**src/rtl/updown_dir_ctrl_pkg.sv**
```systemverilog
// Shared constants for the up/down direction controller and its 3-bit counter.
//   dir_e      : FSM state encoding. UP=0 and DOWN=1, so m is the state bit itself.
//   CNT_W      : width of the controlled up/down counter.
//   BOUNCE_HI  : q value in UP that triggers a reversal in ping-pong mode.
//   BOUNCE_LO  : q value in DOWN that triggers a reversal in ping-pong mode.
//   CNT_MAX/MIN: wrap points used to generate tc.
package updown_dir_ctrl_pkg;

    localparam int CNT_W = 3;
    localparam int REV_W = 8;

    typedef enum logic {
        UP   = 1'b0,
        DOWN = 1'b1
    } dir_e;

    localparam logic [CNT_W-1:0] BOUNCE_HI = 3'b110;
    localparam logic [CNT_W-1:0] BOUNCE_LO = 3'b001;
    localparam logic [CNT_W-1:0] CNT_MAX   = 3'b111;
    localparam logic [CNT_W-1:0] CNT_MIN   = 3'b000;

endpackage

```
**src/rtl/updown_dir_ctrl_debounce.sv**
```systemverilog
// Push-button debouncer.
//   clk   : system clock
//   clr   : asynchronous active-low reset
//   btn   : raw asynchronous button, high = pressed
//   press : one-cycle pulse on each accepted released->pressed change
// btn goes through a 2-FF synchronizer; the accepted level follows the
// synchronized level only after DB_CYCLES consecutive samples that differ
// from it. The pulse is registered, so it is seen by the FSM one edge after
// the level is accepted.
module btn_debounce #(
    parameter int DB_CYCLES = 4
) (
    input  logic clk,
    input  logic clr,
    input  logic btn,
    output logic press
);

    localparam int CW = $clog2(DB_CYCLES + 1);
    localparam logic [CW-1:0] LAST = CW'(DB_CYCLES - 1);

    logic          sync1_q, sync1_d;
    logic          sync2_q, sync2_d;
    logic [CW-1:0] cnt_q,   cnt_d;
    logic          level_q, level_d;
    logic          press_q, press_d;

    always_comb begin
        sync1_d = btn;
        sync2_d = sync1_q;
        cnt_d   = '0;
        level_d = level_q;
        press_d = 1'b0;
        // Count samples that disagree with the accepted level; any agreeing
        // sample restarts the run, so short glitches never get accepted.
        if (sync2_q != level_q) begin
            if (cnt_q == LAST) begin
                level_d = sync2_q;
                press_d = sync2_q;
            end else begin
                cnt_d = cnt_q + 1'b1;
            end
        end
    end

    always_ff @(posedge clk or negedge clr) begin
        if (!clr) begin
            sync1_q <= 1'b0;
            sync2_q <= 1'b0;
            cnt_q   <= '0;
            level_q <= 1'b0;
            press_q <= 1'b0;
        end else begin
            sync1_q <= sync1_d;
            sync2_q <= sync2_d;
            cnt_q   <= cnt_d;
            level_q <= level_d;
            press_q <= press_d;
        end
    end

    assign press = press_q;

endmodule

```
**src/rtl/updown_dir_ctrl.sv**
```systemverilog
// Direction controller for a 3-bit up/down counter sharing the same clock.
//   clk       : system clock
//   clr       : asynchronous active-low reset
//   q         : current counter value (pre-edge value is used for decisions)
//   btn       : raw push-button, high = pressed
//   bounce_en : 1 = ping-pong between 0 and 7, 0 = manual toggle by button
//   m         : counter mode, 0 = up, 1 = down (registered state bit)
//   tc        : one-cycle pulse after each counter wrap
//   rev_cnt   : number of direction reversals since reset, mod 256
module updown_dir_ctrl
    import updown_dir_ctrl_pkg::*;
#(
    parameter int DB_CYCLES = 4
) (
    input  logic             clk,
    input  logic             clr,
    input  logic [CNT_W-1:0] q,
    input  logic             btn,
    input  logic             bounce_en,
    output logic             m,
    output logic             tc,
    output logic [REV_W-1:0] rev_cnt
);

    dir_e             state_q, state_d;
    logic             tc_q, tc_d;
    logic [REV_W-1:0] rev_cnt_q, rev_cnt_d;
    logic             press;

    btn_debounce #(.DB_CYCLES(DB_CYCLES)) u_debounce (
        .clk   (clk),
        .clr   (clr),
        .btn   (btn),
        .press (press)
    );

    // Reversing one value early (at 6 / 1) means the counter, which samples
    // the old m on this edge, lands on 7 / 0 and then turns around without
    // ever wrapping. Presses are simply dropped in bounce mode.
    always_comb begin
        state_d = state_q;
        unique case (state_q)
            UP: begin
                if (bounce_en) begin
                    if (q == BOUNCE_HI) state_d = DOWN;
                end else if (press) begin
                    state_d = DOWN;
                end
            end
            DOWN: begin
                if (bounce_en) begin
                    if (q == BOUNCE_LO) state_d = UP;
                end else if (press) begin
                    state_d = UP;
                end
            end
            default: state_d = UP;
        endcase

        // The counter wraps on this edge exactly when it sits at its end
        // value while still moving towards it.
        tc_d = ((state_q == UP) && (q == CNT_MAX)) ||
               ((state_q == DOWN) && (q == CNT_MIN));

        rev_cnt_d = rev_cnt_q + {{(REV_W-1){1'b0}}, (state_d != state_q)};
    end

    always_ff @(posedge clk or negedge clr) begin
        if (!clr) begin
            state_q   <= UP;
            tc_q      <= 1'b0;
            rev_cnt_q <= '0;
        end else begin
            state_q   <= state_d;
            tc_q      <= tc_d;
            rev_cnt_q <= rev_cnt_d;
        end
    end

    assign m       = state_q;
    assign tc      = tc_q;
    assign rev_cnt = rev_cnt_q;

endmodule

```
**config.mk**
```make
export PLATFORM = sky130hd
export DESIGN_NAME = updown_dir_ctrl
export DESIGN_NICKNAME = d
export VERILOG_FILES = /design/src/rtl/updown_dir_ctrl_pkg.sv /design/src/rtl/updown_dir_ctrl_debounce.sv /design/src/rtl/updown_dir_ctrl.sv
export SDC_FILE = /design/constraint.sdc
export NUM_CORES = 1
export LEC_CHECK = 0
export ABC_AREA = 1
export CORE_AREA = 2 2 53 55
export CTS_CLUSTER_DIAMETER = 80
export CTS_CLUSTER_SIZE = 20
export DETAILED_ROUTE_END_ITERATION = 8
export DIE_AREA = 0 0 55 57
export HOLD_SLACK_MARGIN = 0.02
export PLACE_DENSITY = 0.62
export SETUP_SLACK_MARGIN = 0.02
export SYNTH_ARGS = -nofsm -noshare
export SYNTH_HDL_FRONTEND = slang
export SYNTH_SLANG_ARGS = --single-unit
```
**constraint.sdc**
```tcl
create_clock -name clk -period 1.8 [get_ports clk]
set_input_delay 0.36 -clock clk [delete_from_list [all_inputs] [get_ports clk]]
set_output_delay 0.36 -clock clk [all_outputs]
set_load 0.05 [all_outputs]
```
==> flow_metrics.env, run 1 <==
export IMPL_post_route_util_pct=37.2
export IMPL_area_delta_synth_final_pct=33.0
export IMPL_endpoint_kind="flop"
export IMPL_r2r_cells=9
export IMPL_clockRootBuffer="clkbuf_4"
export IMPL_routedWlPerCell_um=9.39
export IMPL_port_buffers=16
export IMPL_postCtsSetupBuffers=0
export IMPL_drc_errors=0
export IMPL_via_per_inst=4.14
export IMPL_ys_warn_count=0
export IMPL_power_density_nw_per_um2=1540
export IMPL_period_needed_ns=1.65
export IMPL_reg2reg_slack_ns=0.28
export IMPL_antenna_cells=0
export IMPL_ir_drop_uv=754
export IMPL_p_leak_nw=0.499
export IMPL_grt_start_max_net_pins=18
export IMPL_vias=526
export IMPL_yosys_area_top_type="dfrtp_1"
export IMPL_dp_hpwl_um=900
export IMPL_hold_path_depth=0
export IMPL_firstDrtPassIters=4
export IMPL_ant_nets=0
export IMPL_initial_core_util_pct=27.9
export IMPL_rsz0062_at_grt="no"
export IMPL_path_clk_slew_ns=0.11
export IMPL_cpPeakStageDelay_ns=0.50
export IMPL_syn_cell_area_um2=731
export IMPL_maxSlewHeadroom_pct=79.4
export IMPL_cts_hold_buf=0
export IMPL_fin_skew_ns=0.00815
export IMPL_grt_pass1_wl_um=2020
export IMPL_insertion_delay_ns=0.30
export IMPL_syn_inst=74
export IMPL_grt_pass1_vias=488
export IMPL_finalPower_w=0.00149
export IMPL_ios=17
export IMPL_row_count=19
export IMPL_crit_type="in -> reg"
export IMPL_drive_above_1_share_pct=27.1
export IMPL_grt_overflow=0
export IMPL_cts_tree="done"
export IMPL_synth_distinct_cells=16
export IMPL_finalCritPeriodShare_pct=91.6
export IMPL_nets=107
export IMPL_fmax_mhz=607
export IMPL_synthTopCellsByArea="dfrtp_1 58%, nand2_1 7.7%, inv_1 5.7%, ha_1 5.1%, nand3_1 4.1%"
export IMPL_drt_total_wl_um=1190
export IMPL_fp_dieW_um=55
export IMPL_final_max_slew_viol_count=0
export IMPL_cts_buffers=3
export IMPL_antenna_found_initial=0
export IMPL_cp_depth=12
export IMPL_crit_path_top_delay_cell="clkdlybuf4s50_1"
export IMPL_yosysSeqAreaShare_pct=58.2
export IMPL_cp_top_family="buffers and inverters"
export IMPL_cap_violations=0
export IMPL_holdCritPathClass="reg -> reg"
export IMPL_worstMarginPinSlew_ns=0.307
export IMPL_drtIter0Drc=1
export IMPL_die_h_um=57
export IMPL_gp_congestion=0.730
export IMPL_avgSynthCellArea_um2=9.87
export IMPL_netlist_area_leader_share_pct=58.2
export IMPL_path_max_fanout=3
export IMPL_critPathArrivalTime_ns=1.88
export IMPL_ctsLongestPathBuffers=2
export IMPL_status="finished, final reports clean"
export IMPL_worst_path_buf_inv=3
export IMPL_grtUsageTotal_pct=9.14
export IMPL_cp_cell_sequence="clkdlybuf4s50_1 -> inv_1 -> nand3_1 -> nand2_1 -> nand3_2 -> nand2_2 -> ha_4 -> ha_1 -> nand2_1 -> inv_2 -> nand2_2 -> xnor2_1"
export IMPL_cts_resized=0
export IMPL_required_ns=2.03
export IMPL_synth_fp_nets=84
export IMPL_setup_viol_count_final=0
export IMPL_crit_path_start_kind="input pin"
export IMPL_clock_sinks=17
export IMPL_finalHoldViolCount=0
export IMPL_design_core_area_um2=2620
export IMPL_htreeDepth=1
export IMPL_synth_seq_cells=17
export IMPL_dieArea_um2=3140
## layout make-up
cell class	count	area [um2]
Fill cell	266	1640
Tap cell	31	38.8
Clock buffer	3	22.5
Multi-Input combinational cell	46	287
Clock inverter	1	5.00
Sequential cell	17	425
Timing Repair Buffer	18	153
Inverter	11	41.3
## synth_stat cells
library cell	count
nor2_2	1
nand2_2	2
nor3_1	2
nand2_1	15
nor2_1	6
ha_1	3
nand3_1	6
nor2_4	1
nand4_1	2
xnor2_1	2
o21ai_0	1
or2_1	1
nand3_2	1
dfrtp_1	17
inv_1	11
xor2_1	3
## cells in the final DEF (no fill, tap or decap), drive strengths merged
cell,instances
ha,3
xnor2,2
clkinv,1
inv,11
dlymetal6s2s,1
nor2,8
clkbuf,3
nand2,17
nand4,2
nand3,7
nor3,2
buf,12
clkdlybuf4s50,5
xor2,3
o21ai,1
or2,1
dfrtp,17
## per-layer routing
metal	share of wire [%]	routed length [um]	track usage, %
met1	49	579	10.8
met2	43	508	13.6
met3	4.5	54	1.57
met4	4.3	51	8.36
met5	0	0	0
## state kept, by name, indices dropped and copies added (netlist names)
signal              cells
u_debounce.sync1_q      1
m                       1
tc                      1
u_debounce.press        1
rev_cnt                 8
u_debounce.level_q      1
u_debounce.sync2_q      1
u_debounce.cnt_q        3
## worst reg2reg max path, cell delays in order, from the launching register on
cell     delay (ns)
dfrtp_1        0.37
or2_4          0.24
nand3_1        0.12
nand2_2        0.08
ha_4           0.17
ha_1           0.19
nand2_1        0.09
inv_2          0.05
nand2_2        0.06
xnor2_1        0.11
## path summary, 6_finish.rpt
path,to,start
max,rev_cnt[6],q[1]
min,u_debounce.sync2_q,u_debounce.sync1_q
max reg2reg,rev_cnt[6],u_debounce.press
min reg2reg,u_debounce.sync2_q,u_debounce.sync1_q
max in group asynchronous,u_debounce.cnt_q[1],clr
min in group asynchronous,rev_cnt[7],clr
## cells by family after synthesis
| family | count (synthesis) | synth area share (%) |
|---|---|---|
| AOI/OAI and AO/OA | 1 | 0.684 |
| adders and majority gates | 3 | 5.14 |
| buffers and inverters | 11 | 5.65 |
| and+or+nand+nor | 37 | 24.3 |
| xor gates and xnor gates | 5 | 5.99 |
| DFF | 17 | 58.2 |
## report_power, final
group | switching (W) | leakage (nW) | total, W | internal (W)
Combinational | 0.000458 | 0.267 | 0.000678 | 0.000220
Sequential | 0.000111 | 0.214 | 0.000605 | 0.000494
Clock | 0.000128 | 0.0177 | 0.000211 | 0.0000829
## stage by stage
step / hold slack, ns / setup TNS [ns] / setup slack, ns / area, um2 / std cells
2_1_floorplan: 0.0644 / 0 / 0.0701 / 731 / 74
3_3_place_gp: 0.335 / -0.789 / -0.239 / 920 / 123
3_5_place_dp: 0.339 / -0.969 / -0.254 / 920 / 123
4_1_cts: 0.362 / 0 / 0.0411 / 947 / 127
5_1_grt: 0.376 / 0 / 0.0324 / 972 / 127
6_report: 0.360 / 0 / 0.152 / 972 / 127
No activity file was read; power rests on OpenSTA's default activity.
==> run 2: changes to the inputs <==
- RECOVER_POWER: default -> 50
==> run 2 against run 1 <==
  * Clock skew rose by 0.00087 ns
  * Wire length barely moved
  * Design area fell by 0.39%
  * Count of clock-buffer cells in the layout did not move
  * Power decreased by 0.11%
  * Clock power hardly changed
  * Critical path type unchanged
  * Largest cell class unchanged
==> flow_metrics.env, run 2 (synthesized netlist as in run 1, its figures left out) <==
export IMPL_endpoint_kind="flop"
export IMPL_clockRootBuffer="clkbuf_4"
export IMPL_grt_overflow=0
export IMPL_drtIter0Drc=1
export IMPL_power_frac_comb_pct=45.3
export IMPL_nets=107
export IMPL_holdCritPathClass="reg -> reg"
export IMPL_fillers=268
export IMPL_dp_slack_ns=-0.254
export IMPL_clkPwrFrac_pct=14.2
export IMPL_ios=17
export IMPL_p_leak_nw=0.495
export IMPL_fp_dieW_um=55
export IMPL_crit_type="in -> reg"
export IMPL_dp_hpwl_um=900
export IMPL_ir_drop_uv=754
export IMPL_fin_skew_ns=0.00903
export IMPL_grt_start_max_net_pins=18
export IMPL_area_delta_synth_final_pct=32.5
export IMPL_required_ns=2.03
export IMPL_drive_above_1_share_pct=26.0
export IMPL_switchingPower_w=0.000697
export IMPL_switching_share_pct=46.7
export IMPL_crit_path_start_kind="input pin"
export IMPL_mostFrequentLayoutCells="17 x dfrtp_1, 14 x nand2_1, 11 x buf_4"
export IMPL_die_h_um=57
export IMPL_initial_core_util_pct=27.9
export IMPL_largest_register_ffs=8
export IMPL_maxSlewHeadroom_pct=39.9
export IMPL_path_clk_slew_ns=0.11
export IMPL_antenna_cells=0
export IMPL_clock_sinks=17
export IMPL_layout_commonest_cell="dfrtp_1"
export IMPL_htreeDepth=1
export IMPL_setup_ws_ns=0.151
export IMPL_routedWlPerCell_um=9.38
export IMPL_row_count=19
export IMPL_finalHoldViolCount=0
export IMPL_insertion_delay_ns=0.30
export IMPL_via_per_inst=4.14
export IMPL_design_core_area_um2=2620
export IMPL_dieArea_um2=3140
export IMPL_tns_ns=0
export IMPL_final_max_slew_viol_count=0
export IMPL_cts_buffers=3
export IMPL_setup_viol_count_final=0
export IMPL_path_max_fanout=3
export IMPL_cts_tree="done"
export IMPL_grt_pass1_wl_um=2020
export IMPL_finalCritPeriodShare_pct=91.6
export IMPL_gp_congestion=0.730
export IMPL_post_route_util_pct=37.0
export IMPL_power_density_nw_per_um2=1540
export IMPL_fmax_mhz=607
export IMPL_power_frac_seq_pct=40.5
export IMPL_port_buffers=16
export IMPL_drt_total_wl_um=1190
export IMPL_fin_cells=127
export IMPL_status="finished, final reports clean"
export IMPL_cap_violations=0
export IMPL_ant_nets=0
export IMPL_grt_pass1_vias=488
export IMPL_period_needed_ns=1.65
export IMPL_place_inst=123
export IMPL_antenna_found_initial=0
export IMPL_worstMarginPinSlew_ns=0.902
export IMPL_ctsLongestPathBuffers=2
export IMPL_cts_hold_buf=0
export IMPL_firstDrtPassIters=3
export IMPL_p_int_w=0.000795
export IMPL_vias=526
export IMPL_rsz0062_at_grt="no"
export IMPL_whs_ns=0.360
export IMPL_drc_errors=0
export IMPL_critPathArrivalTime_ns=1.88
export IMPL_grtUsageTotal_pct=9.14
[run 2: layout make-up]
cell class,instances,area (um2),share of cell area [%]
timing repair buffer,18,149,15.4
sequential,17,425,43.9
clock inverter,1,5.00,0.517
clock buffer,3,22.5,2.33
inverter,11,41.3,4.26
tap,31,38.8,4.01
multi-input combinational,46,287,29.6
[run 2: through the flow]
| step | power [W] | area (um2) |
|---|---|---|
| after floorplan | 0.00107 | 731 |
| after detailed placement | 0.00128 | 920 |
| after global routing | 0.00159 | 968 |
| after CTS | 0.00149 | 947 |
| final | 0.00149 | 968 |
| after global placement | 0.00127 | 920 |
[run 2: worst paths after layout]
check                      cells after the start          startpoint             endpoint  slack, ns
setup / recovery                              12                q[1]           rev_cnt[6]       0.15
hold / removal                                 0  u_debounce.sync1_q   u_debounce.sync2_q       0.36
setup reg to reg                               9    u_debounce.press           rev_cnt[6]       0.28
hold reg to reg                                0  u_debounce.sync1_q   u_debounce.sync2_q       0.36
max in group asynchronous                      2                 clr  u_debounce.cnt_q[1]       0.56
min in group asynchronous                      2                 clr           rev_cnt[7]       0.68
[run 2: repair_timing]
action,CTS,global route
setup endpoints to repair,0,4
gates resized for setup,0,7
buffers inserted,0,0
[run 2: power groups by stage]
| stage | combinational, W | clock [W] | sequential (W) |
|---|---|---|---|
| global route | 0.000736 | 0.000238 | 0.000618 |
| global placement | 0.000670 | 0 | 0.000600 |
| CTS | 0.000673 | 0.000216 | 0.000597 |
| floorplan | 0.000194 | 0 | 0.000871 |
| detailed placement | 0.000672 | 0 | 0.000605 |
| finish | 0.000676 | 0.000211 | 0.000605 |
[run 2: worst max-delay path: stages]
cell	delay (ns)
clkdlybuf4s50_1	0.50
inv_1	0.07
nand3_1	0.08
nand2_1	0.08
nand3_2	0.07
nand2_2	0.06
ha_4	0.17
ha_1	0.19
nand2_1	0.09
inv_2	0.05
nand2_2	0.06
xnor2_1	0.11
[run 2: routing by layer]
metal	vias to the layer above	wire, um	global-route usage, %
met5	-	0	0
met4	0	51	8.36
met2	13	503	13.6
met3	5	51	1.57
li1	276	-	-
met1	232	586	10.8
==> run 3: changes to the inputs <==
- REMOVE_ABC_BUFFERS: default -> 1
==> results of run 3 <==
The final DEF is identical to that of run 2; final timing and power are the same.
